[config.mk]
export PLATFORM = sky130hd
export DESIGN_NAME = cic_interpolator_variable_ahb_flat
export DESIGN_NICKNAME = d
export VERILOG_FILES = /design/src/rtl/cic_interpolator_variable_ahb_if.sv /design/src/rtl/cic_interpolator_variable_ahb.sv /design/src/flat_wrapper.sv
export SDC_FILE = /design/constraint.sdc
export NUM_CORES = 1
export LEC_CHECK = 0
export BUFFER_PORTS_ARGS = -buffer_cell sky130_fd_sc_hd__buf_2
export CORE_UTILIZATION = 60
export CTS_CLUSTER_DIAMETER = 40
export DETAILED_ROUTE_END_ITERATION = 7
export PLACE_DENSITY = 0.8
export RECOVER_POWER = 25
export SETUP_SLACK_MARGIN = 0.02
export SYNTH_ARGS = -nofsm -noshare
export SYNTH_HDL_FRONTEND = slang
export SYNTH_SLANG_ARGS = --single-unit
[constraint.sdc]
create_clock -name clk -period 17.45 [get_ports clk]
set_clock_uncertainty 0.1 [all_clocks]
set_input_delay 1.745 -clock clk [delete_from_list [all_inputs] [get_ports clk]]
set_output_delay 1.745 -clock clk [all_outputs]
set_load 0.05 [all_outputs]
[src/rtl/cic_interpolator_variable_ahb_if.sv]
`default_nettype none
// ============================================================================
// Module      : cic_interpolator_variable_ahb_if
// Description : Stream input, stream output and AHB-Lite register-bus signals
//               of the variable-rate CIC interpolator.
// Revision    : 1.0 - initial release
// ============================================================================
interface cic_interpolator_variable_ahb_if;
  logic [31:0] tdata_s_in;
  logic        tvalid_s_in;
  logic        tready_s_in;
  logic [31:0] tdata_m_out;
  logic        tvalid_m_out;
  logic        tready_m_out;
  logic [31:0] haddr_i;
  logic [2:0]  hburst_i;
  logic [3:0]  hprot_i;
  logic [2:0]  hsize_i;
  logic [1:0]  htrans_i;
  logic [31:0] hwdata_i;
  logic        hwrite_i;
  logic        hsel_i;
  logic [31:0] hrdata_o;
  logic        hreadyout_o;
  logic        hresp_o;

  // Design side
  modport slave (
    input  tdata_s_in, tvalid_s_in, output tready_s_in,
    output tdata_m_out, tvalid_m_out, input tready_m_out,
    input  haddr_i, hburst_i, hprot_i, hsize_i, htrans_i, hwdata_i, hwrite_i, hsel_i,
    output hrdata_o, hreadyout_o, hresp_o
  );

  // Environment side
  modport master (
    output tdata_s_in, tvalid_s_in, input tready_s_in,
    input  tdata_m_out, tvalid_m_out, output tready_m_out,
    output haddr_i, hburst_i, hprot_i, hsize_i, htrans_i, hwdata_i, hwrite_i, hsel_i,
    input  hrdata_o, hreadyout_o, hresp_o
  );
endinterface
`default_nettype wire

[src/rtl/cic_interpolator_variable_ahb.sv]
`default_nettype none
// ============================================================================
// Module      : cic_interpolator_variable_ahb
// Description : Variable-rate CIC interpolator. Each accepted input runs the
//               comb cascade once, then the integrator cascade is stepped
//               R times (input on the first step, zeros after), producing R
//               shifted/truncated outputs. Rate, shift and enable live in an
//               AHB-Lite register window.
// Revision    : 1.0 - initial release
// ============================================================================
module cic_interpolator_variable_ahb #(
  parameter int          INPUT_DW    = 16,
  parameter int          OUTPUT_DW   = 16,
  parameter int          N_STAGES    = 3,
  parameter int          R_MAX       = 64,
  parameter logic [31:0] BUS_ADDR    = 32'h0000_0000,
  parameter int          BUS_PERI_AW = 8
) (
  input  logic                          clk,
  input  logic                          reset,
  input  logic                          ce,
  cic_interpolator_variable_ahb_if.slave bus
);

  localparam int c_W  = INPUT_DW + N_STAGES * $clog2(R_MAX);
  localparam int c_SW = $clog2(c_W);
  localparam int c_RW = $clog2(R_MAX + 1);

  localparam logic [BUS_PERI_AW-1:0] c_OFF_CTRL   = BUS_PERI_AW'(8'h00);
  localparam logic [BUS_PERI_AW-1:0] c_OFF_RATE   = BUS_PERI_AW'(8'h04);
  localparam logic [BUS_PERI_AW-1:0] c_OFF_SHIFT  = BUS_PERI_AW'(8'h08);
  localparam logic [BUS_PERI_AW-1:0] c_OFF_STATUS = BUS_PERI_AW'(8'h0C);

  typedef enum logic [0:0] {ST_IDLE = 1'b0, ST_RUN = 1'b1} state_t;

  state_t                   r_state, w_state_nxt;
  logic                     r_en, r_clr;
  logic [c_RW-1:0]          r_rate, r_rate_s, r_phase;
  logic [c_SW-1:0]          r_shift, r_shift_s;
  logic                     r_wr_pend, r_rd_pend;
  logic [BUS_PERI_AW-1:0]   r_addr;
  logic                     w_sel, w_accept, w_step, w_last;
  logic signed [c_W-1:0]    r_cd  [N_STAGES];
  logic signed [c_W-1:0]    r_int [N_STAGES];
  logic signed [c_W-1:0]    w_c   [N_STAGES+1];
  logic signed [c_W-1:0]    w_i   [N_STAGES];
  logic signed [c_W-1:0]    r_u, w_u_in, w_shifted;
  logic [31:0]              r_tdata, w_rdata;
  logic                     r_tvalid;
  logic                     w_unused;

  assign w_sel = bus.hsel_i & bus.htrans_i[1] &
                 (bus.haddr_i[31:BUS_PERI_AW] == BUS_ADDR[31:BUS_PERI_AW]);

  // AHB address-phase capture and data-phase register writes; CLR is a one-cycle pulse
  always_ff @(posedge clk) begin
    if (reset) begin
      r_wr_pend <= 1'b0;
      r_rd_pend <= 1'b0;
      r_addr    <= '0;
      r_en      <= 1'b0;
      r_clr     <= 1'b0;
      r_rate    <= c_RW'(1);
      r_shift   <= '0;
    end else if (ce) begin
      r_wr_pend <= w_sel & bus.hwrite_i;
      r_rd_pend <= w_sel & ~bus.hwrite_i;
      r_addr    <= bus.haddr_i[BUS_PERI_AW-1:0];
      r_clr     <= 1'b0;
      if (r_wr_pend) begin
        case (r_addr)
          c_OFF_CTRL: begin
            r_en  <= bus.hwdata_i[0];
            r_clr <= bus.hwdata_i[1];
          end
          c_OFF_RATE: begin
            if (bus.hwdata_i == 32'd0)
              r_rate <= c_RW'(1);
            else if (bus.hwdata_i > 32'(R_MAX))
              r_rate <= c_RW'(R_MAX);
            else
              r_rate <= bus.hwdata_i[c_RW-1:0];
          end
          c_OFF_SHIFT: r_shift <= bus.hwdata_i[c_SW-1:0];
          default: ;
        endcase
      end
    end
  end

  // Read data is driven only while a read data phase is in progress
  always_comb begin
    w_rdata = 32'd0;
    if (r_rd_pend) begin
      case (r_addr)
        c_OFF_CTRL:   w_rdata = {31'd0, r_en};
        c_OFF_RATE:   w_rdata = 32'(r_rate);
        c_OFF_SHIFT:  w_rdata = 32'(r_shift);
        c_OFF_STATUS: w_rdata = {31'd0, r_state == ST_RUN};
        default:      w_rdata = 32'd0;
      endcase
    end
  end

  assign bus.hrdata_o    = w_rdata;
  assign bus.hreadyout_o = 1'b1;
  assign bus.hresp_o     = 1'b0;

  // FSM state register
  always_ff @(posedge clk) begin
    if (reset)
      r_state <= ST_IDLE;
    else if (ce)
      r_state <= w_state_nxt;
  end

  // FSM next state: accept one input in IDLE, step R times in RUN; a pending CLR wins
  always_comb begin
    w_state_nxt = r_state;
    w_accept    = 1'b0;
    w_step      = 1'b0;
    w_last      = (r_phase == (r_rate_s - c_RW'(1)));
    if (r_clr) begin
      w_state_nxt = ST_IDLE;
    end else begin
      case (r_state)
        ST_IDLE: begin
          if (bus.tvalid_s_in & r_en) begin
            w_accept    = 1'b1;
            w_state_nxt = ST_RUN;
          end
        end
        ST_RUN: begin
          w_step = ~r_tvalid | bus.tready_m_out;
          if (w_step & w_last)
            w_state_nxt = ST_IDLE;
        end
        default: w_state_nxt = ST_IDLE;
      endcase
    end
  end

  // ce gates ready so an upstream beat is never taken while state is frozen
  assign bus.tready_s_in = (r_state == ST_IDLE) & r_en & ~r_clr & ce;

  assign w_c[0] = {{(c_W-INPUT_DW){bus.tdata_s_in[INPUT_DW-1]}}, bus.tdata_s_in[INPUT_DW-1:0]};
  for (genvar k = 0; k < N_STAGES; k++) begin : g_comb
    assign w_c[k+1] = w_c[k] - r_cd[k];
  end

  // Zero-stuffing: only the first step of a burst carries the comb output
  assign w_u_in = (r_phase == '0) ? r_u : '0;
  assign w_i[0] = r_int[0] + w_u_in;
  for (genvar k = 1; k < N_STAGES; k++) begin : g_integ
    assign w_i[k] = w_i[k-1] + r_int[k];
  end

  assign w_shifted = w_i[N_STAGES-1] >>> r_shift_s;

  // Datapath: comb update on accept, integrator/output update on each step
  always_ff @(posedge clk) begin
    if (reset) begin
      for (int k = 0; k < N_STAGES; k++) begin
        r_cd[k]  <= '0;
        r_int[k] <= '0;
      end
      r_u       <= '0;
      r_phase   <= '0;
      r_rate_s  <= c_RW'(1);
      r_shift_s <= '0;
      r_tdata   <= 32'd0;
      r_tvalid  <= 1'b0;
    end else if (ce) begin
      if (r_clr) begin
        for (int k = 0; k < N_STAGES; k++) begin
          r_cd[k]  <= '0;
          r_int[k] <= '0;
        end
        r_u      <= '0;
        r_phase  <= '0;
        r_tvalid <= 1'b0;
      end else begin
        if (w_accept) begin
          for (int k = 0; k < N_STAGES; k++)
            r_cd[k] <= w_c[k];
          r_u       <= w_c[N_STAGES];
          r_rate_s  <= r_rate;
          r_shift_s <= r_shift;
          r_phase   <= '0;
        end
        if (w_step) begin
          for (int k = 0; k < N_STAGES; k++)
            r_int[k] <= w_i[k];
          r_tdata  <= {{(32-OUTPUT_DW){w_shifted[OUTPUT_DW-1]}}, w_shifted[OUTPUT_DW-1:0]};
          r_tvalid <= 1'b1;
          r_phase  <= r_phase + c_RW'(1);
        end else if (bus.tready_m_out) begin
          r_tvalid <= 1'b0;
        end
      end
    end
  end

  assign bus.tdata_m_out  = r_tdata;
  assign bus.tvalid_m_out = r_tvalid;

  assign w_unused = ^{bus.hburst_i, bus.hprot_i, bus.hsize_i, bus.htrans_i[0],
                      bus.tdata_s_in[31:INPUT_DW], w_shifted[c_W-1:OUTPUT_DW]};

endmodule
`default_nettype wire

[src/flat_wrapper.sv]
// flat-port wrapper written by rule: the top's interface ports become plain ports
module cic_interpolator_variable_ahb_flat 
#(
  parameter int          INPUT_DW    = 16,
  parameter int          OUTPUT_DW   = 16,
  parameter int          N_STAGES    = 3,
  parameter int          R_MAX       = 64,
  parameter logic [31:0] BUS_ADDR    = 32'h0000_0000,
  parameter int          BUS_PERI_AW = 8
)
  (clk, reset, ce, bus_tdata_s_in, bus_tvalid_s_in, bus_tready_s_in, bus_tdata_m_out, bus_tvalid_m_out, bus_tready_m_out, bus_haddr_i, bus_hburst_i, bus_hprot_i, bus_hsize_i, bus_htrans_i, bus_hwdata_i, bus_hwrite_i, bus_hsel_i, bus_hrdata_o, bus_hreadyout_o, bus_hresp_o);
  cic_interpolator_variable_ahb_if bus_i ();
  input  logic clk;
  input  logic reset;
  input  logic ce;
  input wire logic [$bits(bus_i.tdata_s_in)-1:0] bus_tdata_s_in;
  input wire logic [$bits(bus_i.tvalid_s_in)-1:0] bus_tvalid_s_in;
  output wire logic [$bits(bus_i.tready_s_in)-1:0] bus_tready_s_in;
  output wire logic [$bits(bus_i.tdata_m_out)-1:0] bus_tdata_m_out;
  output wire logic [$bits(bus_i.tvalid_m_out)-1:0] bus_tvalid_m_out;
  input wire logic [$bits(bus_i.tready_m_out)-1:0] bus_tready_m_out;
  input wire logic [$bits(bus_i.haddr_i)-1:0] bus_haddr_i;
  input wire logic [$bits(bus_i.hburst_i)-1:0] bus_hburst_i;
  input wire logic [$bits(bus_i.hprot_i)-1:0] bus_hprot_i;
  input wire logic [$bits(bus_i.hsize_i)-1:0] bus_hsize_i;
  input wire logic [$bits(bus_i.htrans_i)-1:0] bus_htrans_i;
  input wire logic [$bits(bus_i.hwdata_i)-1:0] bus_hwdata_i;
  input wire logic [$bits(bus_i.hwrite_i)-1:0] bus_hwrite_i;
  input wire logic [$bits(bus_i.hsel_i)-1:0] bus_hsel_i;
  output wire logic [$bits(bus_i.hrdata_o)-1:0] bus_hrdata_o;
  output wire logic [$bits(bus_i.hreadyout_o)-1:0] bus_hreadyout_o;
  output wire logic [$bits(bus_i.hresp_o)-1:0] bus_hresp_o;
  assign bus_i.tdata_s_in = bus_tdata_s_in;
  assign bus_i.tvalid_s_in = bus_tvalid_s_in;
  assign bus_tready_s_in = bus_i.tready_s_in;
  assign bus_tdata_m_out = bus_i.tdata_m_out;
  assign bus_tvalid_m_out = bus_i.tvalid_m_out;
  assign bus_i.tready_m_out = bus_tready_m_out;
  assign bus_i.haddr_i = bus_haddr_i;
  assign bus_i.hburst_i = bus_hburst_i;
  assign bus_i.hprot_i = bus_hprot_i;
  assign bus_i.hsize_i = bus_hsize_i;
  assign bus_i.htrans_i = bus_htrans_i;
  assign bus_i.hwdata_i = bus_hwdata_i;
  assign bus_i.hwrite_i = bus_hwrite_i;
  assign bus_i.hsel_i = bus_hsel_i;
  assign bus_hrdata_o = bus_i.hrdata_o;
  assign bus_hreadyout_o = bus_i.hreadyout_o;
  assign bus_hresp_o = bus_i.hresp_o;
  cic_interpolator_variable_ahb #(.INPUT_DW(INPUT_DW), .OUTPUT_DW(OUTPUT_DW), .N_STAGES(N_STAGES), .R_MAX(R_MAX), .BUS_ADDR(BUS_ADDR), .BUS_PERI_AW(BUS_PERI_AW)) u_core (.clk(clk), .reset(reset), .ce(ce), .bus(bus_i));
endmodule
==> flow_metrics.env, run 1 <==
export IMPL_status="finished, violations left"
export IMPL_violations="capacitance limit, slew limit"
export IMPL_post_cts_buffers=0
export IMPL_p_leak_nw=10.7
export IMPL_cts_sinks=283
export IMPL_grt_pass1_vias=18000
export IMPL_seq_area_frac_synth_pct=33.8
export IMPL_grt_usage_pct=27.8
export IMPL_ir_drop_uv=85.8
export IMPL_initial_utilization_pct=60.9
export IMPL_cts_htree_levels=2
export IMPL_drive_gt1_share_pct=8.97
export IMPL_yosys_area_top_type="edfxtp_1"
export IMPL_maxSlewHeadroom_pct=-82.5
export IMPL_cp_max_fo=34
export IMPL_rsz0062_at_grt="false"
export IMPL_cts_tree="yes"
export IMPL_nets=2913
export IMPL_crit_slowest_cell="or4b_2"
export IMPL_ys_top_cells_by_area="edfxtp_1 25%, ha_1 10%, dfxtp_1 8.7%, and2_1 5.1%, xnor2_1 4.8%"
export IMPL_area_growth_pct=10.4
export IMPL_cp_required_ps=17720
export IMPL_tns_ps=0
export IMPL_num_vias=18800
export IMPL_worst_setup_path_end_kind="flop"
export IMPL_dp_hpwl_um=38600
export IMPL_rows=70
export IMPL_port_buffers=128
export IMPL_ctsHoldBuffers=0
export IMPL_antenna_found_initial=1
export IMPL_max_cap_viol_count=3
export IMPL_fin_crit_sh_pct=56.4
export IMPL_holdWs_ps=350
export IMPL_clock_path_buffers=3
export IMPL_synthArstFlopShare_pct=0
export IMPL_yosys_warnings=0
export IMPL_gp_congestion=0.930
export IMPL_grt_start_max_net_pins=90
export IMPL_root_buffer="clkbuf_16"
export IMPL_multi_input_comb_area_um2=13600
export IMPL_vias_per_cell=6.05
export IMPL_grt_pass1_wl_um=87600
export IMPL_avgSynthCellArea_um2=8.80
export IMPL_start_kind="flop"
export IMPL_slew_violations=168
export IMPL_synth_edf_count=186
export IMPL_dieArea_um2=37900
export IMPL_period_needed_ps=9850
export IMPL_routedWlPerCell_um=17.2
export IMPL_synthFlopType="edfxtp_1"
export IMPL_tightestPinTransition_ps=2740
export IMPL_num_fill_cells=2955
export IMPL_power_mw=2.48
export IMPL_clk_insertion_delay_late_ps=570
export IMPL_finalHoldViolCount=0
export IMPL_powerDensity_nw_per_um2=101
export IMPL_cp_arrival_ps=10110
export IMPL_synth_distinct_cells=90
export IMPL_finalWirelength_um=53500
export IMPL_syn_inst=2533
export IMPL_clk_pin_slew_ps=60
export IMPL_cts_resized=0
export IMPL_synth_most_common_cell="nor2_1"
export IMPL_crit_top_cell="a21oi_1"
export IMPL_cts_buffers=45
export IMPL_slowest_delay_ps=590
export IMPL_drtIter0Drc=1526
export IMPL_antenna_left=0
export IMPL_synth_commonest_cells="245 x nor2_1, 204 x a21oi_1, 186 x edfxtp_1"
export IMPL_dr_pass1_iters=7
export IMPL_ioPinCount=183
export IMPL_hold_class="reg2reg"
export IMPL_yosysTopAreaCellShare_pct=25.0
export IMPL_netlist_area_um2=22300
export IMPL_synth_seq_cells=283
export IMPL_die_y_um=195
export IMPL_regArea_um2=7530
export IMPL_grt_ovfl_total=0
export IMPL_max_freq_mhz=102
export IMPL_drc=0
export IMPL_finalSetupViolations=0
export IMPL_core_um2=36600
export IMPL_path_class="reg2reg"
export IMPL_dieWidth_um=195
final timing paths:
| kind | from | to | slack (ps) | cells past startpoint |
|---|---|---|---|---|
| min reg2reg | u_core.r_u[4]$_SDFFE_PP0P_ | u_core.r_u[4]$_SDFFE_PP0P_ | 350 | 2 |
| max reg2reg | u_core.r_phase[1]$_SDFFE_PP0P_ | u_core.bus.tdata_m_out[1]$_SDFFE_PP0P_ | 7600 | 40 |
| max | u_core.r_phase[1]$_SDFFE_PP0P_ | u_core.bus.tdata_m_out[1]$_SDFFE_PP0P_ | 7600 | 40 |
| min | u_core.r_u[4]$_SDFFE_PP0P_ | u_core.r_u[4]$_SDFFE_PP0P_ | 350 | 2 |
flip-flops by register name, indices dropped and copies added (netlist names), 6 cells and up:
register / count
u_core.r_cd: 84
u_core.bus.tdata_m_out: 16
u_core.r_addr: 8
u_core.r_shift: 6
u_core.r_phase: 7
u_core.r_shift_s: 6
u_core.r_u: 34
u_core.r_rate_s: 7
u_core.r_rate: 7
u_core.r_int: 102
routing by layer:
metal  track usage (%)  part of all wire, %  up-vias
met2              46.1                   47      603
met3              4.23                  6.1      107
li1                  -                    -     9231
met5                 0                    0        -
met4              9.24                  2.6        0
met1              37.1                   44     8895
where the power goes:
part / total [mW] / internal [mW] / switching (mW)
Sequential: 0.734 / 0.728 / 0.00597
Clock: 0.957 / 0.602 / 0.355
Combinational: 0.785 / 0.310 / 0.475
Total: 2.48 / 1.64 / 0.836
worst max-delay path: cells and delay by family (launching register included):
| kind | cells | cell delay, ps |
|---|---|---|
| adders and majority gates | 4 | 1180 |
| xor gates and xnor gates | 3 | 760 |
| buffers and inverters | 3 | 550 |
| muxes | 2 | 1050 |
| AOI/OAI and AO/OA | 21 | 4200 |
| and+or+nand+nor | 7 | 1390 |
| DFF | 1 | 370 |
area by class of cell:
type	count	share of cell area, %
Inverter	146	2.23
Tap cell	468	2.38
Clock inverter	33	1.53
Timing Repair Buffer	142	2.81
Sequential cell	283	30.6
Multi-Input combinational cell	1988	55.4
Antenna cell	1	0.0102
Clock buffer	51	5.10
placed cells by master, fill, tap and decap left out, types with 18 or more instances in the layout:
| cell type | netlist | layout |
|---|---|---|
| mux2i_1 | 43 | 43 |
| xor2_1 | 63 | 63 |
| ha_1 | 184 | 184 |
| o21bai_1 | 29 | 29 |
| buf_2 | 4 | 92 |
| a22oi_1 | 47 | 47 |
| and3_1 | 19 | 19 |
| conb_1 | 2 | 27 |
| nand2b_1 | 22 | 22 |
| and2_1 | 183 | 172 |
| edfxtp_1 | 186 | 186 |
| a31oi_1 | 18 | 18 |
| xnor2_1 | 123 | 123 |
| a211oi_1 | 29 | 29 |
| o21a_1 | 27 | 27 |
| nand3_1 | 41 | 41 |
| nor2_1 | 245 | 243 |
| inv_1 | 142 | 141 |
| clkbuf_1 | 86 | 39 |
| nor3_1 | 49 | 48 |
| nand4_1 | 23 | 23 |
| a21o_1 | 93 | 93 |
| dfxtp_1 | 97 | 97 |
| clkbuf_16 | 0 | 50 |
| o21ai_0 | 98 | 98 |
| a21oi_1 | 204 | 204 |
| nor2b_1 | 26 | 26 |
| nand2_1 | 163 | 163 |
cells by family after synthesis:
group           Yosys count  share of synthesized area [%]
fa+ha+maj               192                           11.0
flops                   283                           33.8
compound gates          695                           20.9
mux                      59                           2.94
simple gates            828                           18.3
other cells               2                         0.0337
buf+inv                 287                           5.63
xor+xnor                187                           7.38
metrics by stage:
step,instance area (um2),worst slack (ps),cells,util [%]
after floorplan,22400,9050,2558,-
after global placement,23100,7990,3027,63.0
after detailed placement,23100,7770,3027,63.0
after CTS,24700,7750,3111,67.4
after global routing,24600,7020,3112,67.3
final,24600,7600,3112,67.3
(Power assumes the default switching activity.)
==> inputs of run 2 (changes only) <==
--- a/config.mk
+++ b/config.mk
@@ -6,10 +6,10 @@
 export NUM_CORES = 1
 export LEC_CHECK = 0
 export BUFFER_PORTS_ARGS = -buffer_cell sky130_fd_sc_hd__buf_2
-export CORE_UTILIZATION = 60
+export CORE_UTILIZATION = 56
 export CTS_CLUSTER_DIAMETER = 40
 export DETAILED_ROUTE_END_ITERATION = 7
-export PLACE_DENSITY = 0.8
+export PLACE_DENSITY = 0.78
 export RECOVER_POWER = 25
 export SETUP_SLACK_MARGIN = 0.02
 export SYNTH_ARGS = -nofsm -noshare
==> constraint.sdc (replaced) <==
create_clock -name clk -period 9 [get_ports clk]
set_clock_uncertainty 0.1 [all_clocks]
set_input_delay 0.9 -clock clk [delete_from_list [all_inputs] [get_ports clk]]
set_output_delay 0.9 -clock clk [all_outputs]
set_load 0.05 [all_outputs]
==> run 2 against run 1 <==
  * The run still ends with capacitance limit, slew limit left
  * Cell area increased by 2.4%
  * First-iteration DRC count fell by 13%
  * Utilization is 2.5 points lower
  * Non-clock buffer count increased by 31
  * Largest cell class unchanged
  * Largest power group unchanged
==> flow_metrics.env, run 2 (synthesis results as in run 1) <==
export IMPL_maxSlewHeadroom_pct=-81.3
export IMPL_slowest_delay_ps=630
export IMPL_whs_endpoint="u_core.r_u[2]$_SDFFE_PP0P_"
export IMPL_port_buffers=128
export IMPL_drive_gt1_share_pct=12.1
export IMPL_max_cap_viol_count=4
export IMPL_finalWirelength_um=54700
export IMPL_crit_slowest_cell="or4b_2"
export IMPL_rows=72
export IMPL_core_um2=38900
export IMPL_power_mw=4.75
export IMPL_r2r_end="u_core.bus.tdata_m_out[9]$_SDFFE_PP0P_"
export IMPL_tightestPinTransition_ps=2720
export IMPL_r2r_slack_ps=290
export IMPL_largest_register="u_core.r_int"
export IMPL_r2r_start="u_core.r_phase[1]$_SDFFE_PP0P_"
export IMPL_initial_utilization_pct=57.3
export IMPL_tns_ps=0
export IMPL_p_seq_share_pct=30.0
export IMPL_cts_sinks=283
export IMPL_grt_pass1_wl_um=88500
export IMPL_dr_pass1_iters=6
export IMPL_cts_tree="yes"
export IMPL_grt_usage_pct=26.1
export IMPL_period_needed_ps=8710
export IMPL_drc=0
export IMPL_nets=2943
export IMPL_p_sw_mw=1.61
export IMPL_area_growth_pct=13.1
export IMPL_cp_max_fo=8
export IMPL_cp_arrival_ps=9040
export IMPL_p_leak_nw=10.9
export IMPL_violations="capacitance limit, slew limit"
export IMPL_powerDensity_nw_per_um2=188
export IMPL_clk_pin_slew_ps=60
export IMPL_rr_worst_depth=39
export IMPL_cts_htree_levels=2
export IMPL_max_freq_mhz=115
export IMPL_cp_required_ps=9330
export IMPL_rsz0062_at_grt="true"
export IMPL_path_class="reg2reg"
export IMPL_min_delay_start="u_core.r_u[2]$_SDFFE_PP0P_"
export IMPL_drtIter0Drc=1324
export IMPL_power_internal_mw=3.14
export IMPL_switching_share_pct=33.9
export IMPL_grt_start_max_net_pins=77
export IMPL_fin_crit_sh_pct=96.8
export IMPL_finalSetupViolations=0
export IMPL_antenna_cells=0
export IMPL_status="finished, violations left"
export IMPL_grt_pass1_vias=18100
export IMPL_worst_setup_path_end_kind="flop"
export IMPL_dieArea_um2=40600
export IMPL_dp_hpwl_um=39500
export IMPL_final_common_cell="nor2_1"
export IMPL_die_y_um=202
export IMPL_slew_violations=218
export IMPL_largest_reg_flops=102
export IMPL_ioPinCount=183
export IMPL_routedWlPerCell_um=17.2
export IMPL_top_regs="u_core.r_int x102, u_core.r_cd x84, u_core.r_u x34"
export IMPL_dieWidth_um=202
export IMPL_finalHoldViolCount=0
export IMPL_start_kind="flop"
export IMPL_hold_class="reg2reg"
export IMPL_clk_insertion_delay_late_ps=560
export IMPL_cts_buffers=44
export IMPL_layout_common_cells="242 x nor2_1, 190 x a21oi_1, 186 x edfxtp_1"
export IMPL_antenna_left=0
export IMPL_num_vias=19000
export IMPL_clock_path_buffers=3
export IMPL_hold_depth=2
export IMPL_ir_drop_uv=155
export IMPL_root_buffer="clkbuf_16"
export IMPL_power_frac_comb_pct=33.5
export IMPL_grt_ovfl_total=0
export IMPL_antenna_found_initial=0
export IMPL_vias_per_cell=5.95
export IMPL_gp_congestion=0.890
export IMPL_clkPwrFrac_pct=36.5
## run 2: changes by cell type in the layout (fill, tap and decap cells not counted), moves of 5 or more
cell	delta
ha_4	+5
clkbuf_8	+5
and2_1	+9
o21ai_0	-6
xnor2_1	-8
a21oi_2	+14
ha_1	-9
buf_4	+28
and2_0	-9
xnor2_2	+8
clkbuf_1	+6
a21oi_1	-14
## run 2: area by class of cell
class,count,area (um2)
multi-input combinational,1988,14100
fill,3214,13700
sequential,283,7530
clock buffer,59,1250
timing repair buffer,173,936
tap,518,648
inverter,146,549
clock inverter,23,245
## run 2: critical path, delay by kind of cell (launching register included)
kind	cells	cell delay, ps
buf+inv	4	450
compound gates	18	3320
mux	2	1000
xor+xnor	3	580
flops	1	350
simple gates	8	1660
fa+ha+maj	4	1120
## run 2: what timing repair did
| item | in CTS | in global routing |
|---|---|---|
| pin swaps | 0 | 25 |
| resized for setup | 5 | 85 |
| hold buffers | 0 | 0 |
| buffers inserted | 0 | 12 |
| endpoints found under the setup margin | 7 | 19 |
| endpoints found under the hold margin | 0 | 0 |
## run 2: power by group through the flow
| stage | Combinational (mW) | Sequential [mW] | Clock, mW |
|---|---|---|---|
| 5_1_grt | 1.74 | 1.43 | 1.81 |
| 2_1_floorplan | 1.16 | 1.45 | 0 |
| 3_3_place_gp | 1.47 | 1.45 | 0 |
| 3_5_place_dp | 1.50 | 1.45 | 0 |
| 6_report | 1.59 | 1.43 | 1.73 |
| 4_1_cts | 1.52 | 1.42 | 1.75 |
## run 2: per-stage QoR
step | setup WS (ps) | hold slack (ps) | area, um2 | util [%] | instances
2_1_floorplan | 622 | 317 | 22400 | - | 2558
3_3_place_gp | 96.5 | 336 | 23300 | 59.8 | 3096
3_5_place_dp | -122 | 339 | 23300 | 59.8 | 3096
4_1_cts | 13.6 | 353 | 24800 | 63.7 | 3178
5_1_grt | -119 | 370 | 25200 | 64.8 | 3190
6_report | 286 | 352 | 25200 | 64.8 | 3190
## run 2: per-layer routing
metal / global-route usage (%) / wire length (um)
met4: 8.25 / 1520
met5: 0 / 0
met1: 35.4 / 24700
met2: 43.7 / 25800
met3: 2.90 / 2660
## run 2: how the worst max path moves through the flow
stage	cells after the start	from	to
4_1_cts	39	u_core.r_phase[1]$_SDFFE_PP0P_	u_core.bus.tdata_m_out[9]$_SDFFE_PP0P_
3_3_place_gp	40	u_core.r_phase[1]$_SDFFE_PP0P_	u_core.bus.tdata_m_out[9]$_SDFFE_PP0P_
3_5_place_dp	40	u_core.r_phase[1]$_SDFFE_PP0P_	u_core.bus.tdata_m_out[9]$_SDFFE_PP0P_
5_1_grt	41	u_core.r_phase[1]$_SDFFE_PP0P_	u_core.bus.tdata_m_out[9]$_SDFFE_PP0P_
2_1_floorplan	41	u_core.r_phase[0]$_SDFFE_PP0P_	u_core.bus.tdata_m_out[9]$_SDFFE_PP0P_
6_report	39	u_core.r_phase[1]$_SDFFE_PP0P_	u_core.bus.tdata_m_out[9]$_SDFFE_PP0P_
